$ cat config.mk
export PLATFORM = sky130hd
export DESIGN_NAME = serv_dbg_csr_access
export DESIGN_NICKNAME = d
export VERILOG_FILES = /design/src/rtl/serv_dbg_csr_access.sv
export SDC_FILE = /design/constraint.sdc
export NUM_CORES = 1
export LEC_CHECK = 0
export ABC_AREA = 1
export BUFFER_PORTS_ARGS = -buffer_cell sky130_fd_sc_hd__buf_2
export CORE_ASPECT_RATIO = 0.9
export CORE_MARGIN = 2
export CORE_UTILIZATION = 43
export CTS_CLUSTER_SIZE = 24
export DETAILED_ROUTE_END_ITERATION = 10
export GPL_TIMING_DRIVEN = 0
export MAX_ROUTING_LAYER = met4
export PLACE_DENSITY = 0.78
export SYNTH_ARGS = -nofsm -noshare
export SYNTH_HDL_FRONTEND = slang
export SYNTH_SLANG_ARGS = --single-unit
$ cat constraint.sdc
create_clock -name i_clk -period 2.1 [get_ports i_clk]
set_input_delay 0.42 -clock i_clk [delete_from_list [all_inputs] [get_ports i_clk]]
set_output_delay 0.42 -clock i_clk [all_outputs]
set_load 0.005 [all_outputs]
$ cat src/rtl/serv_dbg_csr_access.sv
// Debug-side initiator that halts SERV and moves one 32-bit CSR value over the bit-serial CSR port.
// Latency: with the core already halted, o_rsp_valid rises 32 cycles after the accept edge; add halt-wait cycles otherwise.
// Backpressure: o_req_ready is high only in IDLE; the response is held stable until i_rsp_ready.
module serv_dbg_csr_access #(
  parameter int TIMEOUT = 255
) (
  input  logic        i_clk,
  input  logic        i_rst_n,
  input  logic        i_req_valid,
  output logic        o_req_ready,
  input  logic        i_req_write,
  input  logic [11:0] i_req_addr,
  input  logic [31:0] i_req_wdata,
  output logic        o_rsp_valid,
  input  logic        i_rsp_ready,
  output logic [31:0] o_rsp_rdata,
  output logic        o_rsp_err,
  input  logic        i_resume_req,
  output logic        o_dbg_halt,
  input  logic        i_halted,
  output logic [5:0]  o_csr_sel,
  output logic        o_csr_en,
  output logic        o_csr_we,
  output logic [4:0]  o_cnt,
  output logic        o_cnt_done,
  output logic        o_csr_wbit,
  input  logic        i_csr_rbit
);

  typedef enum logic [1:0] {IDLE, HALT, SHIFT, RESP} state_t;

  localparam logic [15:0] TMO_LIMIT = 16'(TIMEOUT);

  state_t      state;
  state_t      state_nxt;
  logic [5:0]  sel;
  logic        we_flag;
  logic [31:0] shreg;
  logic [4:0]  cnt;
  logic [15:0] tmo;
  logic        dbg_halt;
  logic [31:0] rdata;
  logic        err;

  logic [5:0]  dec_sel;
  logic [15:0] tmo_inc;
  logic [31:0] shreg_nxt;

  // One-hot select for the CSRs reachable over the serial port; zero means unsupported.
  function automatic logic [5:0] decode(input logic [11:0] addr);
    logic [5:0] s;
    s = 6'd0;
    case (addr)
      12'h300: s = 6'b000001;
      12'h301: s = 6'b000010;
      12'h304: s = 6'b000100;
      12'h342: s = 6'b001000;
      12'hF14: s = 6'b010000;
      12'h7B0: s = 6'b100000;
      default: s = 6'd0;
    endcase
    return s;
  endfunction

  assign dec_sel   = decode(i_req_addr);
  assign tmo_inc   = tmo + 16'd1;
  // Read bits enter at the top so bit 0 (captured first) ends up at shreg[0].
  assign shreg_nxt = {i_csr_rbit, shreg[31:1]};

  assign o_csr_sel   = sel;
  assign o_cnt       = cnt;
  assign o_csr_wbit  = shreg[0];
  assign o_dbg_halt  = dbg_halt;
  assign o_rsp_rdata = rdata;
  assign o_rsp_err   = err;

  // State register.
  always_ff @(posedge i_clk or negedge i_rst_n) begin
    if (!i_rst_n) state <= IDLE;
    else          state <= state_nxt;
  end

  // Next-state logic and state-decoded handshake/serial strobes.
  always_comb begin
    state_nxt   = state;
    o_req_ready = 1'b0;
    o_rsp_valid = 1'b0;
    o_csr_en    = 1'b0;
    o_csr_we    = 1'b0;
    o_cnt_done  = 1'b0;
    case (state)
      IDLE: begin
        o_req_ready = 1'b1;
        if (i_req_valid) begin
          if (dec_sel == 6'd0) state_nxt = RESP;
          else if (i_halted)   state_nxt = SHIFT;
          else                 state_nxt = HALT;
        end
      end
      HALT: begin
        // A halt ack arriving on the timeout cycle still wins.
        if (i_halted)                    state_nxt = SHIFT;
        else if (tmo_inc == TMO_LIMIT)   state_nxt = RESP;
      end
      SHIFT: begin
        o_csr_en   = 1'b1;
        o_csr_we   = we_flag;
        o_cnt_done = (cnt == 5'd31);
        if (!i_halted || cnt == 5'd31) state_nxt = RESP;
      end
      RESP: begin
        o_rsp_valid = 1'b1;
        if (i_rsp_ready) state_nxt = IDLE;
      end
      default: state_nxt = IDLE;
    endcase
  end

  // Command latch, halt request, serial shifter, timeout counter and response registers.
  always_ff @(posedge i_clk or negedge i_rst_n) begin
    if (!i_rst_n) begin
      sel      <= 6'd0;
      we_flag  <= 1'b0;
      shreg    <= 32'd0;
      cnt      <= 5'd0;
      tmo      <= 16'd0;
      dbg_halt <= 1'b0;
      rdata    <= 32'd0;
      err      <= 1'b0;
    end else begin
      case (state)
        IDLE: begin
          if (i_req_valid) begin
            we_flag <= i_req_write;
            sel     <= dec_sel;
            shreg   <= i_req_wdata;
            cnt     <= 5'd0;
            tmo     <= 16'd0;
            if (dec_sel == 6'd0) begin
              rdata <= 32'd0;
              err   <= 1'b1;
            end else if (!i_halted) begin
              dbg_halt <= 1'b1;
            end
          end else if (i_resume_req) begin
            dbg_halt <= 1'b0;
          end
        end
        HALT: begin
          tmo <= tmo_inc;
          if (!i_halted && tmo_inc == TMO_LIMIT) begin
            rdata <= 32'd0;
            err   <= 1'b1;
          end
        end
        SHIFT: begin
          shreg <= shreg_nxt;
          if (!i_halted) begin
            // Core left halt mid-transfer: the partial value is meaningless.
            cnt   <= 5'd0;
            rdata <= 32'd0;
            err   <= 1'b1;
          end else begin
            cnt <= cnt + 5'd1;
            if (cnt == 5'd31) begin
              rdata <= shreg_nxt;
              err   <= 1'b0;
            end
          end
        end
        RESP: begin
          if (i_rsp_ready) begin
            err <= 1'b0;
            sel <= 6'd0;
          end
        end
        default: ;
      endcase
    end
  end

endmodule

==> flow_summary.yaml <==
logic_synthesis:
  synth_ff_type: "dfrtp_1"
  ys_top_cells_by_count: "nand2_1, dfrtp_1, o21ai_0"
  synthesis.nets: 759
  async_flop_share: 1.00
  synth_area_per_cell_um2: 7.44
  synth_warnings: 0
  synth-seq-area-share: 0.462
  synthCells: 699
  synth_most_common_cell: "nand2_1"
  synth_top_cell_area_share: 0.462
  synth.largest_area_cell: "dfrtp_1"
  syn-cell-area_um2: 5200
  synth_edf_count: 0
  ys_ff_latch: 96
  synth_cell_types: 30
  yosys-top-cells-area: "dfrtp_1, nand2_1, o21ai_0"
die:
  std_cell_rows: 38
  core_um2: 11900
  pin_count: 103
  fp.dieArea_um2: 13000
  die_y_um: 108
  initial_core_util: 0.436
  die_w_um: 120
cells_and_area:
  multi_input_area_um2: 2500
  area_growth_pct: 27.7
  nets: 886
  drive_above_1_share: 0.263
  n_antenna_cell: 0
  fillers: 1062
  register_area_um2: 2400
routing:
  drc: 0
  dr.first_iter.drc_count: 459
  ant_nets: 0
  firstDrtPassIters: 5
  wl_per_cell_um: 14.2
  routed_wl_um: 14100
  vias: 5198
  vias_per_cell: 5.25
placement:
  dp_hpwl_um: 9860
  place.gp.congestion: 0.913
  port_buffers: 102
  dp_slack_ns: -0.636
timing:
  rsz0062_at_grt: "yes"
  slew_viol_final: 0
  final.min_clock_period_ns: 2.19
  fin_hold_ws_ns: -0.0139
  worst_pin_slew_ns: 0.539
  max_freq_ghz: 0.456
  fin_crit_sh: 1.04
  fin_ws_ns: -0.0911
  setup_violations: 31
  hold_viol_final: 24
  fin_worst_skew_ns: 0.00699
  slew_headroom: 0.638
critical_path:
  crit_path_frequent_cell: "nand2_2"
  cp.arrival_ns: 2.43
  cp_data_required_time_ns: 2.33
  worstReg2RegEnd: "o_rsp_rdata[23]"
  crit_fanout: 8
  rr_startpoint: "state[0]"
  cp_cell_sequence: "inv_1 -> ha_1 -> clkbuf_4 -> nand2_2 -> o21ai_1 -> nor2_2 -> nand3_4 -> clkbuf_16 -> nand2_2 -> nand2_1"
  start_kind: "register"
  critPathKind: "register to register"
  rrSetupSlack_ns: -0.09
  cpMaxStageDelayCell: "dfrtp_1"
  slowest_delay_ns: 0.40
  endpoint_kind: "register"
  rr_worst_depth: 10
power:
  power_density_nw_per_um2: 1340
  pwr-share-seq: 0.319
  p_leak_nw: 3.46
  p_switching_mw: 3.69
  ir_worst_vdd_uv: 731
  swShare: 0.415
  comb_power_share: 0.479
  intPower_mw: 5.20
  clockPowerShare: 0.201
grt:
  antenna_found_initial: 0
  overflow: 0
  grt_pass1_wl_um: 22700
  grt_max_degree: 73
  grtUsageTotal: 0.225
  grt_pass1_vias: 4658
job:
  max-cap-violations: 0
clocking:
  cts_tree: "built"
  cts.sinks: 96
  path_clk_slew_ns: 0.07
  insertion_delay_ns: 0.34
  clock_path_buffers: 2
  htreeDepth: 3
  numCtsBuffers: 9
  clockRootBuffer: "clkbuf_16"
outcome:
  status: "finished, violations left"
  failed_checks: "negative hold slack, negative setup slack"
worst_hold_path:
  min_path_type: "input port to async pin"
[metrics by stage]
step | setup TNS [ns] | total power [mW] | std cells | util | instance area, um^2
after CTS | -0.0334 | 8.37 | 981 | 0.533 | 6360
after floorplan | 0 | 5.18 | 699 | - | 5200
after detailed placement | -31.84 | 6.38 | 962 | 0.498 | 5940
final | -2.00 | 8.89 | 990 | 0.557 | 6640
after global placement | -60.79 | 6.25 | 961 | 0.495 | 5910
after global routing | -6.80 | 9.57 | 990 | 0.557 | 6640
[sequential cells by signal, summed over array words and instances, names as in the netlist]
name,cells
tmo,16
o_csr_sel,6
shreg,32
state,2
o_dbg_halt,1
o_rsp_err,1
we_flag,1
o_rsp_rdata,32
o_cnt,5
[per-layer routing]
| layer | vias to the layer above | part of all wire | routed length [um] | track usage |
|---|---|---|---|---|
| li1 | 2550 | - | - | - |
| met1 | 2480 | 0.46 | 6540 | 0.308 |
| met2 | 152 | 0.47 | 6660 | 0.345 |
| met3 | 16 | 0.047 | 667 | 0.0401 |
| met4 | 0 | 0.017 | 233 | 0.0630 |
| met5 | - | 0 | 0 | - |
[how the worst max path moves through the flow]
stage | startpoint | end | slack (ns) | depth (start not counted)
2_1_floorplan | state[0] | shreg[10] | 0.04 | 9
3_3_place_gp | state[0] | shreg[6] | -0.57 | 9
3_5_place_dp | state[0] | shreg[6] | -0.64 | 9
4_1_cts | tmo[1] | o_rsp_rdata[29] | -0.007 | 15
5_1_grt | tmo[0] | o_rsp_rdata[23] | -0.24 | 15
6_report | state[0] | o_rsp_rdata[23] | -0.09 | 10
[placed cells by master (no fill, tap or decap), drive strengths merged]
| cell | n |
|---|---|
| nor3 | 40 |
| ha | 8 |
| nand2 | 219 |
| nand3 | 28 |
| xor2 | 4 |
| nand4 | 39 |
| a31oi | 3 |
| inv | 78 |
| clkbuf | 35 |
| a21oi | 4 |
| nor3b | 1 |
| buf | 130 |
| nor2 | 36 |
| o211a | 1 |
| clkinv | 2 |
| dfrtp | 96 |
| or2 | 4 |
| o22ai | 4 |
| clkinvlp | 1 |
| bufinv | 2 |
| o31ai | 4 |
| nor4 | 2 |
| a211o | 1 |
| o21ai | 87 |
| mux2 | 1 |
[timing repair]
action,CTS,global route
hold buffers,0,0
resized for setup,28,75
buffers inserted,5,8
pin swaps,8,17
setup endpoints to repair,86,79
gates cloned,1,1
[layout make-up]
type                       instances  area share
timing repair buffer             118       0.102
clock inverter                     3     0.00979
inverter                          80      0.0461
clock buffer                      12      0.0386
tap                              160      0.0301
multi-input combinational        486       0.376
sequential                        96       0.362
buffer                            35      0.0352
[power groups by stage]
stage	clock [mW]	combinational (mW)	sequential, mW
after floorplan	0	2.40	2.78
after global routing	1.90	4.77	2.90
after CTS	1.81	3.76	2.80
after detailed placement	0	3.56	2.82
after global placement	0	3.46	2.80
final	1.79	4.26	2.84
[critical path: cells and delay by family (launching register included)]
kind	cells	cell delay [ns]
fa+ha+maj	1	0.22
simple gates	5	0.82
compound gates	1	0.10
buf+inv	3	0.54
flops	1	0.40
[cells by family after synthesis]
kind of cell / synth area share
simple gates: 0.311
buf+inv: 0.0933
compound gates: 0.105
flops: 0.462
fa+ha+maj: 0.0192
xor+xnor: 0.00673
mux: 0.00216
Note: power is estimated with default switching activity, not from simulation.
